<file path="src/rtl/lazy_select_pipeline.sv">
// Lazy-match window selector: scores each candidate slot, picks the best and
// emits a sequence summary through a three-stage valid/ready pipeline.
module lazy_select_pipeline #(
    parameter int unsigned LAZY_LEN        = 4,
    parameter int unsigned JOB_LEN_LOG2    = 5,
    parameter int unsigned MATCH_LEN_WIDTH = 8,
    parameter int unsigned SEQ_OFFSET_BITS = 16,
    parameter int unsigned SEQ_LL_BITS     = 8,
    parameter int unsigned SEQ_ML_BITS     = 8,
    parameter int unsigned GAIN_BITS       = 16,
    parameter int unsigned LIT_COST        = 4
) (
    input  logic                                  clk,
    input  logic                                  rst_n,
    input  logic                                  i_valid,
    output logic                                  o_ready,
    input  logic [JOB_LEN_LOG2-1:0]               i_seq_head_ptr,
    input  logic [JOB_LEN_LOG2-1:0]               i_match_head_ptr,
    input  logic                                  i_delim,
    input  logic                                  i_greedy,
    input  logic [MATCH_LEN_WIDTH-1:0]            i_min_ml,
    input  logic [LAZY_LEN-1:0]                   i_match_valid,
    input  logic [LAZY_LEN*MATCH_LEN_WIDTH-1:0]   i_match_len,
    input  logic [LAZY_LEN*SEQ_OFFSET_BITS-1:0]   i_offset,
    output logic                                  o_valid,
    input  logic                                  i_ready,
    output logic [JOB_LEN_LOG2-1:0]               o_seq_head_ptr,
    output logic [SEQ_LL_BITS-1:0]                o_ll,
    output logic [SEQ_ML_BITS-1:0]                o_ml,
    output logic [SEQ_OFFSET_BITS-1:0]            o_offset,
    output logic                                  o_nomatch,
    output logic                                  o_delim,
    output logic                                  o_eoj,
    output logic [SEQ_ML_BITS-1:0]                o_overlap_len,
    output logic                                  o_move_to_next_job,
    output logic [JOB_LEN_LOG2-1:0]               o_move_forward,
    output logic [31:0]                           o_stat_seq_cnt,
    output logic [31:0]                           o_stat_job_cnt
);
    localparam int unsigned JOB_LEN = 1 << JOB_LEN_LOG2;
    localparam int unsigned LLW     = JOB_LEN_LOG2 + 1;
    localparam int unsigned MW      = MATCH_LEN_WIDTH;
    localparam int unsigned MFW     = MATCH_LEN_WIDTH + 1;
    localparam int unsigned OVW     = MATCH_LEN_WIDTH + 2;
    localparam int unsigned OW      = SEQ_OFFSET_BITS;
    localparam int unsigned OBW     = $clog2(SEQ_OFFSET_BITS + 1);
    localparam int unsigned IW      = (LAZY_LEN > 1) ? $clog2(LAZY_LEN) : 1;

    // Flow control: a stage loads when empty or drained this cycle
    logic s0_v_q, s1_v_q, s2_v_q, s0_v_d, s1_v_d, s2_v_d;
    logic s0_rdy, s1_rdy, s2_rdy, s0_ld, s1_ld, s2_ld, xfer;

    assign s2_rdy  = ~s2_v_q | i_ready;
    assign s1_rdy  = ~s1_v_q | s2_rdy;
    assign s0_rdy  = ~s0_v_q | s1_rdy;
    assign s0_ld   = i_valid & s0_rdy;
    assign s1_ld   = s0_v_q & s1_rdy;
    assign s2_ld   = s1_v_q & s2_rdy;
    assign xfer    = s2_v_q & i_ready;
    assign o_ready = s0_rdy;

    always_comb begin
        s0_v_d = s0_ld | (s0_v_q & ~s1_rdy);
        s1_v_d = s1_ld | (s1_v_q & ~s2_rdy);
        s2_v_d = s2_ld | (s2_v_q & ~i_ready);
    end

    // Stage 0: literal lengths, offset bit counts and eligibility
    logic [JOB_LEN_LOG2-1:0]               s0_seq_q, s0_seq_d;
    logic                                  s0_delim_q, s0_delim_d;
    logic [LAZY_LEN-1:0]                   s0_elig_q, s0_elig_d;
    logic [LAZY_LEN-1:0][LLW-1:0]          s0_ll_q, s0_ll_d;
    logic [LAZY_LEN-1:0][OBW-1:0]          s0_obits_q, s0_obits_d;
    logic [LAZY_LEN-1:0][MW-1:0]           s0_ml_q, s0_ml_d;
    logic [LAZY_LEN-1:0][OW-1:0]           s0_off_q, s0_off_d;

    always_comb begin
        s0_seq_d   = s0_seq_q;
        s0_delim_d = s0_delim_q;
        s0_elig_d  = s0_elig_q;
        s0_ll_d    = s0_ll_q;
        s0_obits_d = s0_obits_q;
        s0_ml_d    = s0_ml_q;
        s0_off_d   = s0_off_q;
        if (s0_ld) begin
            s0_seq_d   = i_seq_head_ptr;
            s0_delim_d = i_delim;
            for (int i = 0; i < LAZY_LEN; i++) begin
                s0_ml_d[i]    = i_match_len[i*MW +: MW];
                s0_off_d[i]   = i_offset[i*OW +: OW];
                s0_ll_d[i]    = LLW'(i_match_head_ptr) - LLW'(i_seq_head_ptr) + LLW'(i);
                s0_obits_d[i] = '0;
                for (int b = 0; b < OW; b++) begin
                    if (i_offset[i*OW + b]) s0_obits_d[i] = OBW'(b + 1);
                end
                s0_elig_d[i]  = i_match_valid[i] && (i_match_len[i*MW +: MW] >= i_min_ml)
                                && (!i_greedy || i == 0);
            end
        end
    end

    // Stage 1: gain and match-end position per slot
    logic [JOB_LEN_LOG2-1:0]               s1_seq_q, s1_seq_d;
    logic                                  s1_delim_q, s1_delim_d;
    logic [LAZY_LEN-1:0]                   s1_elig_q, s1_elig_d;
    logic [LAZY_LEN-1:0][LLW-1:0]          s1_ll_q, s1_ll_d;
    logic [LAZY_LEN-1:0][GAIN_BITS-1:0]    s1_gain_q, s1_gain_d;
    logic [LAZY_LEN-1:0][MFW-1:0]          s1_mf_q, s1_mf_d;
    logic [LAZY_LEN-1:0][MW-1:0]           s1_ml_q, s1_ml_d;
    logic [LAZY_LEN-1:0][OW-1:0]           s1_off_q, s1_off_d;

    always_comb begin
        s1_seq_d   = s1_seq_q;
        s1_delim_d = s1_delim_q;
        s1_elig_d  = s1_elig_q;
        s1_ll_d    = s1_ll_q;
        s1_gain_d  = s1_gain_q;
        s1_mf_d    = s1_mf_q;
        s1_ml_d    = s1_ml_q;
        s1_off_d   = s1_off_q;
        if (s1_ld) begin
            s1_seq_d   = s0_seq_q;
            s1_delim_d = s0_delim_q;
            s1_elig_d  = s0_elig_q;
            s1_ll_d    = s0_ll_q;
            s1_ml_d    = s0_ml_q;
            s1_off_d   = s0_off_q;
            for (int i = 0; i < LAZY_LEN; i++) begin
                s1_gain_d[i] = (GAIN_BITS'(s0_ml_q[i]) << 2)
                             + GAIN_BITS'(LIT_COST * (LAZY_LEN - i))
                             - GAIN_BITS'(s0_obits_q[i]);
                s1_mf_d[i]   = MFW'(s0_ml_q[i]) + MFW'(s0_ll_q[i]);
            end
        end
    end

    // Stage 2: winner selection and job-end handling
    logic [JOB_LEN_LOG2-1:0]   seq_q, seq_d, mvf_q, mvf_d;
    logic [SEQ_LL_BITS-1:0]    ll_q, ll_d;
    logic [SEQ_ML_BITS-1:0]    ml_q, ml_d, ovl_q, ovl_d;
    logic [OW-1:0]             off_q, off_d;
    logic                      nm_q, nm_d, delim_q, delim_d, eoj_q, eoj_d, mtnj_q, mtnj_d;
    logic [31:0]               seq_cnt_q, seq_cnt_d, job_cnt_q, job_cnt_d;

    logic                      found;
    logic [IW-1:0]             win;
    logic [GAIN_BITS-1:0]      best;
    logic [LLW-1:0]            sel_ll;
    logic [MW-1:0]             sel_ml;
    logic [OW-1:0]             sel_off;
    logic [MFW-1:0]            sel_mf;
    logic [OVW-1:0]            ov;

    always_comb begin
        found = 1'b0;
        win   = '0;
        best  = '0;
        for (int i = 0; i < LAZY_LEN; i++) begin
            // Strict compare keeps ties on the lowest slot
            if (s1_elig_q[i] && (!found || $signed(s1_gain_q[i]) > $signed(best))) begin
                found = 1'b1;
                win   = IW'(i);
                best  = s1_gain_q[i];
            end
        end
        sel_ll  = found ? s1_ll_q[win]  : '0;
        sel_ml  = found ? s1_ml_q[win]  : '0;
        sel_off = found ? s1_off_q[win] : '0;
        sel_mf  = found ? s1_mf_q[win]  : MFW'(s1_ll_q[0]) + MFW'(LAZY_LEN);
        ov      = OVW'(s1_seq_q) + OVW'(sel_mf) - OVW'(JOB_LEN);

        seq_d   = seq_q;
        ll_d    = ll_q;
        ml_d    = ml_q;
        off_d   = off_q;
        nm_d    = nm_q;
        delim_d = delim_q;
        eoj_d   = eoj_q;
        mtnj_d  = mtnj_q;
        ovl_d   = ovl_q;
        mvf_d   = mvf_q;
        if (s2_ld) begin
            seq_d   = s1_seq_q;
            nm_d    = ~found;
            delim_d = s1_delim_q;
            if (ov[OVW-1]) begin
                ll_d   = SEQ_LL_BITS'(sel_ll);
                ml_d   = SEQ_ML_BITS'(sel_ml);
                off_d  = sel_off;
                eoj_d  = 1'b0;
                mtnj_d = 1'b0;
                ovl_d  = '0;
                mvf_d  = sel_mf[JOB_LEN_LOG2-1:0];
            end else if (s1_delim_q || !found) begin
                ll_d   = SEQ_LL_BITS'(LLW'(JOB_LEN) - LLW'(s1_seq_q));
                ml_d   = '0;
                off_d  = '0;
                eoj_d  = 1'b1;
                mtnj_d = 1'b1;
                ovl_d  = '0;
                mvf_d  = '0;
            end else begin
                ll_d   = SEQ_LL_BITS'(sel_ll);
                ml_d   = SEQ_ML_BITS'(sel_ml);
                off_d  = sel_off;
                eoj_d  = 1'b1;
                mtnj_d = 1'b1;
                ovl_d  = ov[SEQ_ML_BITS-1:0];
                mvf_d  = '0;
            end
        end
        seq_cnt_d = seq_cnt_q + 32'(xfer & ~nm_q);
        job_cnt_d = job_cnt_q + 32'(xfer & eoj_q);
    end

    always_ff @(posedge clk or negedge rst_n) begin
        if (!rst_n) begin
            s0_v_q <= 1'b0;  s1_v_q <= 1'b0;  s2_v_q <= 1'b0;
            s0_seq_q <= '0;  s0_delim_q <= 1'b0; s0_elig_q <= '0; s0_ll_q <= '0;
            s0_obits_q <= '0; s0_ml_q <= '0; s0_off_q <= '0;
            s1_seq_q <= '0;  s1_delim_q <= 1'b0; s1_elig_q <= '0; s1_ll_q <= '0;
            s1_gain_q <= '0; s1_mf_q <= '0; s1_ml_q <= '0; s1_off_q <= '0;
            seq_q <= '0; ll_q <= '0; ml_q <= '0; off_q <= '0; nm_q <= 1'b0;
            delim_q <= 1'b0; eoj_q <= 1'b0; mtnj_q <= 1'b0; ovl_q <= '0; mvf_q <= '0;
            seq_cnt_q <= '0; job_cnt_q <= '0;
        end else begin
            s0_v_q <= s0_v_d;  s1_v_q <= s1_v_d;  s2_v_q <= s2_v_d;
            s0_seq_q <= s0_seq_d;  s0_delim_q <= s0_delim_d; s0_elig_q <= s0_elig_d;
            s0_ll_q <= s0_ll_d; s0_obits_q <= s0_obits_d; s0_ml_q <= s0_ml_d; s0_off_q <= s0_off_d;
            s1_seq_q <= s1_seq_d;  s1_delim_q <= s1_delim_d; s1_elig_q <= s1_elig_d;
            s1_ll_q <= s1_ll_d; s1_gain_q <= s1_gain_d; s1_mf_q <= s1_mf_d;
            s1_ml_q <= s1_ml_d; s1_off_q <= s1_off_d;
            seq_q <= seq_d; ll_q <= ll_d; ml_q <= ml_d; off_q <= off_d; nm_q <= nm_d;
            delim_q <= delim_d; eoj_q <= eoj_d; mtnj_q <= mtnj_d; ovl_q <= ovl_d; mvf_q <= mvf_d;
            seq_cnt_q <= seq_cnt_d; job_cnt_q <= job_cnt_d;
        end
    end

    assign o_valid            = s2_v_q;
    assign o_seq_head_ptr     = seq_q;
    assign o_ll               = ll_q;
    assign o_ml               = ml_q;
    assign o_offset           = off_q;
    assign o_nomatch          = nm_q;
    assign o_delim            = delim_q;
    assign o_eoj              = eoj_q;
    assign o_overlap_len      = ovl_q;
    assign o_move_to_next_job = mtnj_q;
    assign o_move_forward     = mvf_q;
    assign o_stat_seq_cnt     = seq_cnt_q;
    assign o_stat_job_cnt     = job_cnt_q;

endmodule

</file>
<file path="config.mk">
export PLATFORM = sky130hd
export DESIGN_NAME = lazy_select_pipeline
export DESIGN_NICKNAME = d
export VERILOG_FILES = /design/src/rtl/lazy_select_pipeline.sv
export SDC_FILE = /design/constraint.sdc
export NUM_CORES = 1
export LEC_CHECK = 0
export ABC_CLOCK_PERIOD_IN_PS = 10700
export BUFFER_PORTS_ARGS = -buffer_cell sky130_fd_sc_hd__buf_2
export CAP_MARGIN = 10
export CORE_AREA = 2 2 251 253
export CTS_CLUSTER_DIAMETER = 120
export DETAILED_ROUTE_END_ITERATION = 8
export DIE_AREA = 0 0 253 255
export PLACE_DENSITY = 0.67
export SYNTH_ARGS = -nofsm -noshare
export SYNTH_HDL_FRONTEND = slang
export SYNTH_SLANG_ARGS = --single-unit
</file>
<file path="constraint.sdc">
create_clock -name clk -period 10.7 [get_ports clk]
set_input_delay 1.605 -clock clk [delete_from_list [all_inputs] [get_ports clk]]
set_output_delay 1.605 -clock clk [all_outputs]
set_load 0.005 [all_outputs]
</file>
-- Word level (Yosys, flattened, before mapping)
Cells that the tools add are included.
- register bits after elaboration: 500
- add/subtract/negate cells: 22
- $lt $le $gt $ge: 8
- muxes and demuxes: 96
- bitwise logic cells: 23
- reduce and logical (&&, ||, !) cells: 19
- operator list (cell ; count):
    $mux 5 ; 61
    $mux 16 ; 7
    $mux 8 ; 8
    $gt 16x16->1 ; 3
    $sub 11x5->12 ; 4
    $add 8x6->9 ; 4
    $add 32x1->32 ; 1
    $add 32x32->32 ; 1
    $and 1x32->32 ; 1
    $bmux 16 s2 ; 1
    $ge 8x8->1 ; 4
    $not 1->32 ; 1
    $add 10x4->11 const B ; 2
    $bmux 9 s2 ; 1
    $mux 9 ; 2
    $bmux 8 s2 ; 1
    $add 6x2->6 const B ; 2
    $bmux 6 s2 ; 1
    $mux 6 ; 2
    $add 10x3->11 const B ; 1
    $add 10x5->11 const B ; 1
    $add 5x9->10 ; 1
    $logic_and 1x1->1 ; 10
    $mux 1 ; 10
    12 further kinds ; 38

-- Logic depth before layout (Yosys ltp)
Gate-level depths: netlist of the first run.
- depth in word-level cells: 20
- gate-level depth with buffers: 44
- depth with buffers taken out: 31

-- Least setup slack after synthesis of the first run
No wires, ideal clock.
- path kind: flip-flop to flip-flop
- from: register s1_elig_q[0]
- to: register off_q[10] (netlist: o_offset[10])
- setup time: 74 ps
- data arrival time: 9223 ps
- setup slack: 1403 ps
- cell stages (with the launch flop): 42
- buffers on the path: 12
- clock period less this slack: 9297 ps
- cells stage by stage: dfrtp_1 > clkbuf_1 > clkbuf_1 > nand2_1 > ha_1 > a21o_1 > a2111oi_4 > nand2_1 > o311a_1 > buf_2 > buf_4 > buf_2 > clkbuf_1 > a21oi_1 > ha_1 > nor2b_1 > o211ai_1 > a211oi_1 > (+6 left out) > ha_1 > and3_1 > a221oi_1 > o211ai_1 > a31oi_1 > nand2b_1 > buf_2 > o22ai_1 > a211oi_1 > ha_1 > a21oi_1 > nand2_1 > a21o_1 > a21oi_1 > nand3_2 > o31a_4 > buf_6 > o21ai_2
- word-level cells in the longest chain between the ends: 19
- elaborated cells on any way between the ends: 34
- ends and longest elaborated chain (item ; line ; RTL):
    start, declared ; 105 ; logic [LAZY_LEN-1:0] s1_elig_q, s1_elig_d;
    start signal, assigned ; 230 ; s1_seq_q <= s1_seq_d; s1_delim_q <= s1_delim_d; s1_elig_q <= s1_elig_d;
    $mux 16 / $mux 1 (equally long branches) ; 160 ; if (s1_elig_q[i] && (!found || $signed(s1_gain_q[i]) > $signed(best))) begin
    $gt 16x16->1 / $logic_not 1->1 (equally long branches) ; 160 ;
    $logic_or 1x1->1 ; 160 ;
    $logic_and 1x1->1 ; 160 ;
    $mux 16 / $mux 1 (equally long branches) ; 160 ;
    $gt 16x16->1 / $logic_not 1->1 (equally long branches) ; 160 ;
    $logic_or 1x1->1 ; 160 ;
    $logic_and 1x1->1 ; 160 ;
    (+3 left out) ; - ;
    $logic_and 1x1->1 ; 160 ;
    $mux 2 ; 160 ;
    $bmux 9 s2 ; 169 ; sel_mf = found ? s1_mf_q[win] : MFW'(s1_ll_q[0]) + MFW'(LAZY_LEN);
    $mux 9 (implied by the code) ; 169 ;
    $mux 9 ; 169 ;
    $add 5x9->10 ; 170 ; ov = OVW'(s1_seq_q) + OVW'(sel_mf) - OVW'(JOB_LEN);
    $sub 10x6->10 ; 170 ;
    $mux 16 * ; 186 ; if (ov[OVW-1]) begin
    end signal, assigned ; 223 ; seq_q <= '0; ll_q <= '0; ml_q <= '0; off_q <= '0; nm_q <= 1'b0;
    end signal, assigned ; 233 ; seq_q <= seq_d; ll_q <= ll_d; ml_q <= ml_d; off_q <= off_d; nm_q <= nm_d;
    end, declared ; 141 ; logic [OW-1:0] off_q, off_d;
Every way passes the cells marked *; elsewhere a longest branch is shown, timed or not. The select of a mux whose other input is x is not followed.
A chain may end at the register's enable or synchronous reset.

-- Final worst setup path of the first run
- from: register s1_elig_q[0]
- to: register off_q[0] (netlist: o_offset[0])
Same word-level chain as after synthesis.

==> summary.md, run 1 <==
| Metric | Value |
|---|---|
| Status | `complete, no violations` |
| Hold crit path type | `register to register` |
| Avg Cell Area, Syn | `9.15 um2` |
| Number of flops mapped to enable cells by yosys | `0` |
| Count of final hold-check violations | `0` |
| Sequential cell area fraction in the yosys report | `0.483` |
| Finished Cell Area | `28300 um2` |
| Pins over their slew limit | `0` |
| Clock Sinks | `474` |
| Placer Congestion | `0.878` |
| Worst VDD drop | `0.131 mV` |
| Total die area | `64500 um2` |
| Min Tclk post-route | `9.53 ns` |
| Layout cells sized above 1 | `0.136` |
| Met2 usage | `0.323` |
| Drt via density | `5.18` |
| RSZ-0062 raised after global routing | `false` |
| Bufs on Longest Clock Path | `3` |
| Worst stage delay on the critical path | `0.85 ns` |
| Slowest-stage cell, CP | `dfrtp_1` |
| CP required | `11.23 ns` |
| Worst-Margin Slew | `0.987 ns` |
| Starting Density | `0.395` |
| Io pins | `244` |
| Area delta synth->final | `15.2%` |
| Net count, final | `3181` |
| CTS tree | `done` |
| Resized Gates After CTS | `0` |
| # port buffers | `241` |
| Critical Path Fanout Max | `48` |
| Pwr Density | `225 nW/um2` |
| Synthesized flop and latch total | `474` |
| CTS root buffer | `clkbuf_16` |
| Global-route congestion overflow total | `0` |
| Total CTS buffers | `52` |
| Die Y | `255 um` |
| Placed wire-length estimate | `49000 um` |
| Relative slew slack | `0.342` |
| Routed via count | `19.3k` |
| Element type at the critical path start | `register` |
| Met1 usage | `0.288` |
| Detailed-route wire length per cell | `18.0 um` |
| Setup tns final | `0 ns` |
| Ys async rst share | `1.00` |
| WS Path Type | `register to register` |
| CORE AREA | `62200 um2` |
| DP Area | `26500 um2` |
| Yosys warnings | `0` |
| Worst path arrival time | `10.07 ns` |
| Max Clk Rate | `105 MHz` |
| First-pass GRT wire length | `103000 um` |
| Ys flop type | `dfrtp_1` |
| Post-DRT Antenna Nets | `0` |
| Met3 usage | `0.0409` |
| Mapped cell area | `24500 um2` |
| CTS Hold Bufs | `0` |
| Clk Latency, worst-skew pair | `0.64 ns` |
| Setup WS post-layout | `1.17 ns` |
| DR pass1 iterations | `5` |
| DRT Wirelength | `66900 um` |
| H-Tree Depth | `2` |
| Gr busiest metal | `met2` |
| Final setup vio count | `0` |
| Setup bufs post-CTS | `0` |
| Cell mode on critical path | `ha_1` |
| Mapped Cells | `2681` |
| Final Cycle Share | `0.891` |
| Critical Path Sink Type | `register` |
| Drt initial violations | `1367` |
| MaxCap Viol Count | `0` |
| Clock slew at reported path FFs | `0.06 ns` |
| Pre-CTS setup slack | `1.24 ns` |
| Setup Skew | `0.0640 ns` |
| Total track usage | `0.205` |
| Unique masters post-synth | `71` |
| Final Power | `0.00636 W` |
| Initial antenna violation count | `5` |
| Vias in the first global route | `18.2k` |
| Num rows | `92` |
| Die width | `253 um` |
| Residual DRC | `0` |
| Pleak | `14.4 nW` |
| Largest net degree at the start of global routing | `96` |
-- per-stage QoR --
step,util,instances,hold slack [ns]
2_1_floorplan,-,2682,0.433
3_3_place_gp,0.426,3626,0.445
3_5_place_dp,0.426,3626,0.448
4_1_cts,0.455,3720,0.467
5_1_grt,0.455,3722,0.482
6_report,0.455,3723,0.465
-- state kept, by name, summed over array words and instances, names as in the netlist, 16 cells and up --
name            count
s1_off_q           64
s0_off_q           60
s1_gain_q          48
s1_mf_q            36
o_stat_job_cnt     32
o_stat_seq_cnt     32
s0_ml_q            32
s1_ml_q            32
s0_ll_q            22
s1_ll_q            22
s0_obits_q         20
o_offset           16
-- synthesized netlist by cell type (3+ instances only) --
cell | count | area (um2)
o21a_1 | 5 | 37.5
nand2_1 | 766 | 2880
nor2_1 | 61 | 229
clkbuf_1 | 89 | 334
o41ai_1 | 7 | 61.3
o311a_1 | 3 | 30.0
nor3_1 | 36 | 180
xor2_1 | 41 | 359
o31ai_1 | 15 | 113
a221o_1 | 5 | 50.1
buf_1 | 11 | 41.3
nand2b_1 | 15 | 93.8
nand4_1 | 21 | 131
and3_1 | 17 | 106
nand3_1 | 45 | 225
nor4_1 | 14 | 87.6
dfrtp_1 | 474 | 11900
and4_1 | 6 | 52.6
o211ai_1 | 5 | 37.5
a22o_1 | 8 | 70.1
a211oi_1 | 12 | 90.1
a41o_1 | 4 | 40.0
and2_1 | 12 | 75.1
o21ai_0 | 241 | 1210
a21o_1 | 66 | 495
buf_2 | 11 | 55.1
xnor2_1 | 94 | 823
ha_1 | 170 | 2130
a31o_2 | 4 | 35.0
buf_4 | 4 | 30.0
nor2b_1 | 16 | 100
a21oi_1 | 137 | 686
mux2_2 | 8 | 90.1
o21bai_1 | 20 | 150
mux2i_1 | 36 | 360
o22ai_1 | 4 | 25.0
o21ai_2 | 20 | 175
inv_1 | 133 | 499
fa_1 | 6 | 120
-- cell type report --
class | count | area [um2]
flip-flops and latches | 474 | 11900
clock buffers | 72 | 1490
diodes | 3 | 7.51
well taps | 799 | 1000
inverters | 134 | 503
fillers | 5972 | 33900
repair buffers | 262 | 1370
clock inverters | 22 | 313
multi-input cells | 1957 | 11700
-- cell families (layout without fill, tap and decap cells) --
family,after synthesis,after routing,share of synthesized area
compound gates,583,583,0.146
mux,44,44,0.0184
flops,474,474,0.483
fa+ha+maj,176,176,0.0916
simple gates,1017,1017,0.172
buf+inv,251,490,0.0402
other cells,1,5,0.000153
xor+xnor,135,135,0.0482
-- final timing paths --
kind / startpoint / slack [ns] / cells after the start / endpoint
worst max-delay path: s1_elig_q[0] / 1.17 / 30 / o_offset[0]
worst min-delay path: s0_off_q[38] / 0.47 / 2 / s1_off_q[38]
worst max register to register: s1_elig_q[0] / 1.17 / 30 / o_offset[0]
worst min register to register: s0_off_q[38] / 0.47 / 2 / s1_off_q[38]
max in group asynchronous: rst_n / 7.43 / 3 / s1_gain_q[20]
min in group asynchronous: rst_n / 1.00 / 1 / o_stat_job_cnt[27]
-- cells in the final DEF, fill, tap and decap left out, drive strengths merged, types with 6 or more instances in the layout --
master / synthesis / routed
a211oi: 14 / 14
a21o: 66 / 66
a21oi: 138 / 138
a22o: 8 / 8
and2: 12 / 12
and3: 17 / 17
and4: 6 / 6
buf: 28 / 262
clkbuf: 89 / 72
clkinv: 0 / 14
dfrtp: 474 / 474
fa: 6 / 6
ha: 170 / 170
inv: 134 / 135
mux2: 8 / 8
mux2i: 36 / 36
nand2: 766 / 766
nand2b: 15 / 15
nand3: 46 / 46
nand4: 21 / 21
nor2: 61 / 61
nor2b: 16 / 16
nor3: 37 / 37
nor4: 14 / 14
o21ai: 261 / 261
o21bai: 20 / 20
o31ai: 16 / 16
o41ai: 7 / 7
xnor2: 94 / 94
xor2: 41 / 41
-- per-layer routing --
metal	wire length, um	share of wire
met2	30400	0.45
met5	20	0.00030
met3	4450	0.067
met4	1710	0.026
met1	30300	0.45
-- power by group --
group	switching, W	leakage, nW	internal (W)
clock	0.000770	0.881	0.00110
sequential	0.000361	6.00	0.00221
combinational	0.00114	7.57	0.000782
total	0.00227	14.4	0.00409
-- critical path: cells and delay by family, from the launching register on --
kind                       cells  cell delay, ns
AOI/OAI and AO/OA             18            5.25
DFF                            1            0.85
and+or+nand+nor                6            1.11
buffers and inverters          2            0.82
adders and majority gates      4            1.40
Note: power is estimated with default switching activity, not from simulation.
==> inputs of run 2 (changes only) <==
- BUFFER_PORTS_ARGS: -buffer_cell sky130_fd_sc_hd__buf_2 -> not set
- CORE_AREA: 2 2 251 253 -> 2 2 206 208
- DIE_AREA: 0 0 253 255 -> 0 0 208 210
- DONT_BUFFER_PORTS: not set -> 1
- PLACE_DENSITY: 0.67 -> 0.85
==> summary.md, run 2 (synthesized netlist as in run 1, its figures left out) <==
| Metric | Value |
|---|---|
| Status | `complete, no violations` |
| Clk Latency, worst-skew pair | `0.61 ns` |
| Clock slew at reported path FFs | `0.06 ns` |
| Pwr Density | `228 nW/um2` |
| Area taken by flip-flops and latches | `11900 um2` |
| Total die area | `43700 um2` |
| Layout cells sized above 1 | `0.0511` |
| Biggest register | `s1_off_q` |
| Max Clk Rate | `102 MHz` |
| Register-to-register setup slack | `0.88 ns` |
| CTS root buffer | `clkbuf_16` |
| Worst path arrival time | `10.33 ns` |
| CORE AREA | `41500 um2` |
| Pint | `0.00383 W` |
| Cell mode on critical path | `ha_1` |
| Area delta synth->final | `7.50%` |
| Die width | `208 um` |
| CP Capture Point | `o_ml[7]` |
| Critical Path Sink Type | `register` |
| Sw power | `0.00220 W` |
| Bufs on Longest Clock Path | `3` |
| MaxCap Viol Count | `0` |
| Starting Density | `0.592` |
| Sw Ratio | `0.365` |
| Leading cell type in the layout, fill and taps excluded | `nand2_1` |
| Detailed-route wire length per cell | `20.2 um` |
| Die Y | `210 um` |
| Worst-Margin Slew | `1.14 ns` |
| RSZ-0062 raised after global routing | `false` |
| RR Startpoint | `s1_elig_q[0]` |
| Gr busiest metal | `met2` |
| Max FFs per register | `64` |
| Pins over their slew limit | `0` |
| Met1 usage | `0.405` |
| Met2 usage | `0.458` |
| CP required | `11.21 ns` |
| # port buffers | `0` |
| Residual DRC | `0` |
| Relative slew slack | `0.235` |
| Setup tns final | `0 ns` |
| Drt via density | `6.06` |
| Initial antenna violation count | `1` |
| Flop pwr share | `0.436` |
| Worst VDD drop | `0.134 mV` |
| Multi-input logic area | `11700 um2` |
| Clk pwr share | `0.270` |
| Element type at the critical path start | `register` |
| Net count, final | `2927` |
| Pleak | `13.2 nW` |
| Final setup vio count | `0` |
| Commonest non-fill, non-tap cells in the layout | `nand2_1, dfrtp_1, o21ai_0` |
| Total CTS buffers | `48` |
| CTS tree | `done` |
| Min Tclk post-route | `9.82 ns` |
| Met3 usage | `0.0697` |
| Slowest-stage cell, CP | `dfrtp_1` |
| Setup Skew | `0.0294 ns` |
| Io pins | `244` |
| Critical Path Source | `s1_elig_q[0]` |
| Reg2reg end | `o_ml[7]` |
| First-pass GRT wire length | `102000 um` |
| Clock Sinks | `474` |
| Placer Congestion | `0.997` |
| Global-route congestion overflow total | `0` |
| FF-to-FF path depth | `30` |
| Final Cycle Share | `0.917` |
| Setup bufs post-CTS | `0` |
| DRT Wirelength | `64600 um` |
| Finished Cell Area | `26400 um2` |
| Worst stage delay on the critical path | `0.87 ns` |
| H-Tree Depth | `2` |
| Logic pwr share | `0.294` |
| Num rows | `75` |
| Routed via count | `19.4k` |
| Hold crit path type | `register to register` |
| DP Area | `24900 um2` |
| Placed wire-length estimate | `45900 um` |
| Critical Path Fanout Max | `37` |
| Total track usage | `0.294` |
| Post-DRT Antenna Nets | `0` |
| Fill cells | `3212` |
| N_diodes | `0` |
| WS Path Type | `register to register` |
| Largest regs | `s1_off_q: 64 flops, s0_off_q: 60 flops, s1_gain_q: 48 flops` |
| Count of final hold-check violations | `0` |
| Vias in the first global route | `18.7k` |
| Largest net degree at the start of global routing | `475` |
| DR pass1 iterations | `5` |
| Drt initial violations | `2073` |
## run 2: final cells by class
class,instances,share of cell area
Clock inverter,18,0.00669
Sequential cell,474,0.450
Inverter,134,0.0191
Tap cell,539,0.0256
Clock buffer,64,0.0505
Multi-Input combinational cell,1957,0.445
Timing Repair Buffer,12,0.00341
## run 2: how the worst min path moves through the flow
stage,depth (start not counted),slack [ns],from,endpoint
floorplan,2,0.43,s1_mf_q[26],s1_mf_q[26]
finish,2,0.46,s0_off_q[54],s1_off_q[54]
global placement,2,0.45,s0_seq_q[3],s1_seq_q[3]
global route,2,0.49,s0_off_q[54],s1_off_q[54]
CTS,2,0.47,s0_off_q[25],s1_off_q[25]
detailed placement,2,0.45,s0_off_q[54],s1_off_q[54]
## run 2: through the flow
stage | util | setup WS, ns | power [W] | cells | hold WS (ns)
4_1_cts | 0.636 | 0.879 | 0.00600 | 3198 | 0.465
6_report | 0.636 | 0.883 | 0.00602 | 3198 | 0.461
5_1_grt | 0.636 | 0.264 | 0.00635 | 3198 | 0.488
2_1_floorplan | - | 1.40 | 0.00380 | 2682 | 0.433
3_5_place_dp | 0.600 | 0.903 | 0.00436 | 3116 | 0.448
3_3_place_gp | 0.600 | 1.46 | 0.00426 | 3116 | 0.447
## run 2: critical path: cells and delay by family, from the launching register on
kind	cells	cell delay (ns)
compound gates	15	5.46
simple gates	10	1.55
fa+ha+maj	4	1.38
flops	1	0.87
buf+inv	1	0.42
## run 2: routing by layer
layer | up-vias | share of wire
met3 | 168 | 0.090
met2 | 840 | 0.46
met4 | 2 | 0.037
met1 | 9439 | 0.41
met5 | - | 0.00020
li1 | 8920 | -
## run 2: power by group through the flow
stage	Clock (W)	Sequential (W)	Combinational (W)
after global routing	0.00172	0.00266	0.00197
after floorplan	0	0.00246	0.00134
final	0.00162	0.00263	0.00177
after detailed placement	0	0.00264	0.00172
after global placement	0	0.00262	0.00164
after CTS	0.00165	0.00261	0.00174
## run 2: timing repair
action,4_1_cts,5_1_grt
hold buffers,0,0
resized for setup,0,1
endpoints found under the setup margin,0,3
endpoints found under the hold margin,0,0
